## src/rtl/evt_code_serializer_pkg.sv

```systemverilog
// Shared types and constants for the event-code serializer.
// Event vectors are one-hot/multi-hot per line; codes are binary line indices.
package evt_code_pkg;

  localparam int N_EVT  = 8;
  localparam int CODE_W = $clog2(N_EVT);

  typedef logic [N_EVT-1:0]  evt_vec_t;
  typedef logic [CODE_W-1:0] evt_code_t;

  typedef enum logic {
    SLOT_EMPTY = 1'b0,
    SLOT_FULL  = 1'b1
  } slot_state_t;

endpackage

```

## src/rtl/evt_code_serializer_if.sv

```systemverilog
// Code stream between the serializer (master) and the code consumer (slave).
// Handshake: a transfer happens on every rising edge where code_valid && code_ready;
// while code_valid is high and code_ready is low, code_out and code_valid hold steady.
interface evt_code_serializer_if;
  import evt_code_pkg::*;

  evt_code_t code_out;
  logic      code_valid;
  logic      code_ready;

  modport master (
    output code_out,
    output code_valid,
    input  code_ready
  );

  modport slave (
    input  code_out,
    input  code_valid,
    output code_ready
  );

endinterface

```

## src/rtl/evt_code_serializer_rr_pick.sv

```systemverilog
// Round-robin finder: first set bit of pending at or above ptr, wrapping 7 -> 0.
module evt_rr_pick
  import evt_code_pkg::*;
(
  input  evt_vec_t  pending,
  input  evt_code_t ptr,
  output logic      found,
  output evt_code_t idx
);

  evt_vec_t  rot;
  evt_code_t off;

  // Rotating a doubled copy puts bit ptr at position 0, so a plain
  // lowest-bit priority scan gives the distance from ptr.
  always_comb begin
    rot   = evt_vec_t'({pending, pending} >> ptr);
    found = |rot;
    off   = '0;
    for (int j = N_EVT - 1; j >= 0; j--) begin
      if (rot[j]) off = evt_code_t'(j);
    end
    idx = ptr + off;
  end

endmodule

```

## src/rtl/evt_code_serializer.sv

```systemverilog
// Captures event strobes as pending bits and emits them one at a time as
// binary codes on a valid/ready stream, with round-robin arbitration.
module evt_code_serializer
  import evt_code_pkg::*;
(
  input  logic                         clk,
  input  logic                         rst_n,
  input  evt_vec_t                     evt_in,
  evt_code_serializer_if.master        stream,
  output evt_vec_t                     pending,
  output logic                         overflow,
  output slot_state_t                  slot_state
);

  evt_code_t ptr;
  logic      pick_found;
  evt_code_t pick_idx;
  logic      accept;
  logic      load;
  evt_vec_t  load_mask;

  evt_rr_pick u_pick (
    .pending (pending),
    .ptr     (ptr),
    .found   (pick_found),
    .idx     (pick_idx)
  );

  // Only registered pending is eligible; events arriving this edge wait one cycle.
  always_comb begin
    accept    = (slot_state == SLOT_FULL) && stream.code_ready;
    load      = ((slot_state == SLOT_EMPTY) || accept) && pick_found;
    load_mask = load ? (evt_vec_t'(1) << pick_idx) : '0;
  end

  assign stream.code_valid = (slot_state == SLOT_FULL);

  always_ff @(posedge clk or negedge rst_n) begin
    if (!rst_n) begin
      slot_state      <= SLOT_EMPTY;
      stream.code_out <= '0;
      ptr             <= '0;
      pending         <= '0;
      overflow        <= 1'b0;
    end else begin
      // Set wins over the load-clear on the same bit.
      pending  <= (pending & ~load_mask) | evt_in;
      overflow <= |(evt_in & pending & ~load_mask);
      case (slot_state)
        SLOT_EMPTY: begin
          if (load) begin
            slot_state      <= SLOT_FULL;
            stream.code_out <= pick_idx;
            ptr             <= pick_idx + 3'd1;
          end
        end
        SLOT_FULL: begin
          if (load) begin
            stream.code_out <= pick_idx;
            ptr             <= pick_idx + 3'd1;
          end else if (accept) begin
            slot_state <= SLOT_EMPTY;
          end
        end
        default: slot_state <= SLOT_EMPTY;
      endcase
    end
  end

endmodule

```

## src/flat_wrapper.sv

```systemverilog
// flat-port wrapper written by rule: the top's interface ports become plain ports
module evt_code_serializer_flat import evt_code_pkg::*;
  (clk, rst_n, evt_in, pending, overflow, slot_state, stream_code_out, stream_code_valid, stream_code_ready);
  evt_code_serializer_if stream_i ();
  input  logic clk;
  input  logic rst_n;
  input  evt_vec_t evt_in;
  output evt_vec_t pending;
  output logic overflow;
  output slot_state_t slot_state;
  output wire logic [$bits(stream_i.code_out)-1:0] stream_code_out;
  output wire logic [$bits(stream_i.code_valid)-1:0] stream_code_valid;
  input wire logic [$bits(stream_i.code_ready)-1:0] stream_code_ready;
  assign stream_code_out = stream_i.code_out;
  assign stream_code_valid = stream_i.code_valid;
  assign stream_i.code_ready = stream_code_ready;
  evt_code_serializer u_core (.clk(clk), .rst_n(rst_n), .evt_in(evt_in), .stream(stream_i), .pending(pending), .overflow(overflow), .slot_state(slot_state));
endmodule
```

## config.mk

```make
export PLATFORM = sky130hd
export DESIGN_NAME = evt_code_serializer_flat
export DESIGN_NICKNAME = d
export VERILOG_FILES = /design/src/rtl/evt_code_serializer_pkg.sv /design/src/rtl/evt_code_serializer_if.sv /design/src/rtl/evt_code_serializer_rr_pick.sv /design/src/rtl/evt_code_serializer.sv /design/src/flat_wrapper.sv
export SDC_FILE = /design/constraint.sdc
export NUM_CORES = 1
export LEC_CHECK = 0
export ABC_AREA = 1
export CAP_MARGIN = 10
export CORE_MARGIN = 4
export CORE_UTILIZATION = 25
export CTS_BUF_LIST = sky130_fd_sc_hd__clkbuf_4 sky130_fd_sc_hd__clkbuf_8
export DETAILED_ROUTE_END_ITERATION = 16
export GPL_TIMING_DRIVEN = 0
export HOLD_SLACK_MARGIN = 0.03
export MAX_ROUTING_LAYER = met4
export PLACE_DENSITY = 0.54
export SYNTH_ARGS = -nofsm -noshare
export SYNTH_HDL_FRONTEND = slang
export SYNTH_SLANG_ARGS = --single-unit
```

## constraint.sdc

```tcl
create_clock -name clk -period 3.8 [get_ports clk]
set_input_delay 0.38 -clock clk [delete_from_list [all_inputs] [get_ports clk]]
set_output_delay 0.38 -clock clk [all_outputs]
set_load 0.1 [all_outputs]
```

==> results.tsv <==
stage	metric	value	unit
min_path	Hold EP	u_core.stream.code_out[2]	
clocking	Worst-path clk slew	60	ps
sta	fin crit share	0.868	
clocking	CTS tree	done	
synth	Adder-Cell Fraction of Synth Area	0.0677	
setup_path	flop-to-flop setup slack	500	ps
floorplanning	Initial Utilization	0.257	
setup_path	Required @ worst endpoint	3930	ps
synth	Syn Area/Cell	7.02	µm²
synth	Synth Warn #	0	
setup_path	Critical path buffers and inverters	3	
status	outcome	completed	
setup_path	worst path arrival time	3430	ps
grt	first-pass GRT wire length	5610	µm
synth	mux share of post-synthesis cell area	0	
setup_path	crit-path leading delay family	simple AND/OR/NAND/NOR gates	
setup_path	most frequent CP cell	nand2_1	
setup_path	delay of the slowest critical-path stage	380	ps
floorplanning	Die ar.	6880	µm²
clocking	post-CTS sizing	0	
finish	Layout area overhead	26.5	%
setup_path	worst r2r dst	u_core.overflow	
sta	RSZ-0062 raised after global routing	false	
sta	Slew @ Worst Pin	982	ps
setup_path	worst-path maximum fanout	10	
floorplanning	Die Height	82.9	µm
grt	largest net degree at the start of global routing	17	
sta	Hold Violations, Final	0	
min_path	Hold Crit Class	flop to flop	
synth	Synth Area in Compound Gates	0.0989	
synth	register bit count reported by yosys	16	
grt	GR Overflow Total	0	
synth	Post-Syn Area	1400	µm²
synth	XOR/XNOR Fraction of Synth Area	0.00624	
synth	Post-Syn Instances	200	
clocking	H-tree Lvls	1	
sta	setup violators final	0	
finish	layout cell share with drive strength beyond 1	0.163	
place	DPL Wire Length	2740	µm
synth	unique cell type count in the Yosys netlist	26	
setup_path	crit path launch type	flop	
min_path	Hold Path Stages	2	
sta	Fmax	303	MHz
grt	GRT Overall Usage	0.0983	
setup_path	CP max stage cell	dfrtp_1	
route	Iter 0 DRT Violations	89	
setup_path	crit path cell chain	buf_6 > clkinv_2 > nand3_1 > nand2_1 > nand2_1 > nand2_1 > a21oi_1 > o21ai_0 > nand2_1 > a21boi_0 > ha_1 > fa_1 > xor2_1 > nand3b_1 > nand2_2 > buf_6 > ha_1 > nand2_1 > nand3_1 > nand2_1 > nor2_1 > nand2_1	
route	final WL	3360	µm
synth	sequential area share after synthesis	0.285	
floorplanning	core area	5470	µm²
place	PortBufs	24	
sta	crit path time final	3300	ps
clocking	CTS max path bufs	2	
sta	Max Slew Vio Count	0	
setup_path	r2r worst-path depth	22	
finish	Final #Nets	247	
clocking	Clock Latency Late Sink	250	ps
clocking	Root Buffer Master	clkbuf_8	
finish	diode count	0	
setup_path	FF-to-FF Start	u_core.ptr[1]	
clocking	Num CTS Buffers	3	
floorplanning	I/O pins	25	
route	vias per cell	4.41	
synth	synthesized net count	218	
clocking	clock sinks	16	
setup_path	Setup CP Type	flop to flop	
min_path	Hold Crit Start	u_core.stream.code_out[2]	
sta	final setup skew	4.33	ps
grt	vias in the first global route	1235	
sta	relative slew slack	0.343	
synth	Synth Area in Simple Gates	0.458	
route	DRT antenna net count	0	
floorplanning	die width	82.9	µm
route	# DRC	0	
clocking	hold_buf cts	0	
synth	combinational family with the most area after synthesis	simple AND/OR/NAND/NOR gates	
sta	Sum Neg Setup Slack	0	ps
floorplanning	Core Rows	27	
setup_path	Worst setup EP type	flop	
route	routed len/inst	11.2	µm
grt	initial antenna violation count	0	
route	router iterations before antenna repair	4	
job	max cap viols	0	
route	via count	1318	
clocking	Post-CTS Setup Repair Bufs	0	
place	global placer's final weighted congestion	0.813	
==> worst max path at each step <==
stage                                  from               to  slack [ps]  cells past startpoint
after floorplan           u_core.pending[5]  u_core.overflow         390                     21
after global placement        u_core.ptr[1]  u_core.overflow         500                     22
after detailed placement      u_core.ptr[1]  u_core.overflow         530                     22
after CTS                     u_core.ptr[1]  u_core.overflow         500                     22
after global routing          u_core.ptr[1]  u_core.overflow         140                     22
final                         u_core.ptr[1]  u_core.overflow         500                     22
==> cell usage after synthesis (all sizes together) <==
cell type	count	area (µm²)
buf	6	51.3
nand3b	1	7.51
a21oi	3	26.3
xor2	1	8.76
inv	15	61.3
nand3	33	195
o21bai	4	30.0
nand2	88	383
ha	6	75.1
o21ai	9	45.0
nor2	11	57.6
dfrtp	16	400
a21o	4	30.0
fa	1	20.0
clkinv	1	5.00
a21boi	1	7.51
==> cell type report <==
type                       instances  area [µm²]
sequential                        16         400
multi-input combinational        162         886
timing repair buffer              24         240
fill                             613        3700
clock buffer                       3        41.3
buffer                             6        51.3
inverter                          16        66.3
tap                               72        90.1
==> per-layer routing <==
metal	vias up	GRT usage	share of wire
li1	697	-	-
met1	587	0.129	0.49
met2	29	0.163	0.47
met3	5	0.00893	0.024
met4	0	0.0267	0.012
met5	-	-	0
==> sequential cells by signal (all words and copies together) (netlist names) <==
name and cells:
u_core.ptr 3, u_core.pending 8, u_core.overflow 1, u_core.stream.code_out 3
u_core.slot_state 1
==> metrics by stage <==
step / setup WS, ps / cells / cell area, µm² / hold slack, ps / utilization
after floorplan: 387 / 200 / 1400 / 84.4 / -
final: 503 / 299 / 1780 / 475 / 0.324
after CTS: 501 / 299 / 1780 / 478 / 0.324
after global routing: 135 / 299 / 1780 / 526 / 0.324
after detailed placement: 530 / 296 / 1730 / 464 / 0.317
after global placement: 504 / 296 / 1730 / 465 / 0.317
==> cell usage in the layout (no fill, tap or decap), types with 2 or more instances in the layout <==
cell type,count
buf_2,2
nand3_2,6
nand3_1,27
a21o_1,4
clkdlybuf4s50_1,24
nand2_1,71
inv_1,13
nor2_1,10
ha_1,6
o21ai_0,8
a21oi_1,2
dfrtp_1,16
buf_6,3
nand2_2,15
o21bai_1,4
nand2_4,2
clkbuf_8,3
==> worst reg2reg max path: stages (launching register included) <==
cell      delay [ps]
dfrtp_1          380
buf_6            170
clkinv_2         140
nand3_1          150
nand2_1           90
nand2_1           60
nand2_1           60
a21oi_1          110
o21ai_0           90
nand2_1           70
a21boi_0         100
ha_1             210
fa_1             380
xor2_1           170
nand3b_1         190
nand2_2          130
buf_6            150
ha_1             150
nand2_1           70
nand3_1           90
nand2_1           60
nor2_1           100
nand2_1           60
==> cell families after synthesis <==
family	after synthesis
and+or+nand+nor	133
buffers and inverters	22
AOI/OAI and AO/OA	21
DFF	16
adders and majority gates	7
xor gates and xnor gates	1
Power is not shown: default switching activity piles up to over one toggle a cycle in this logic, so the estimate is an artifact.
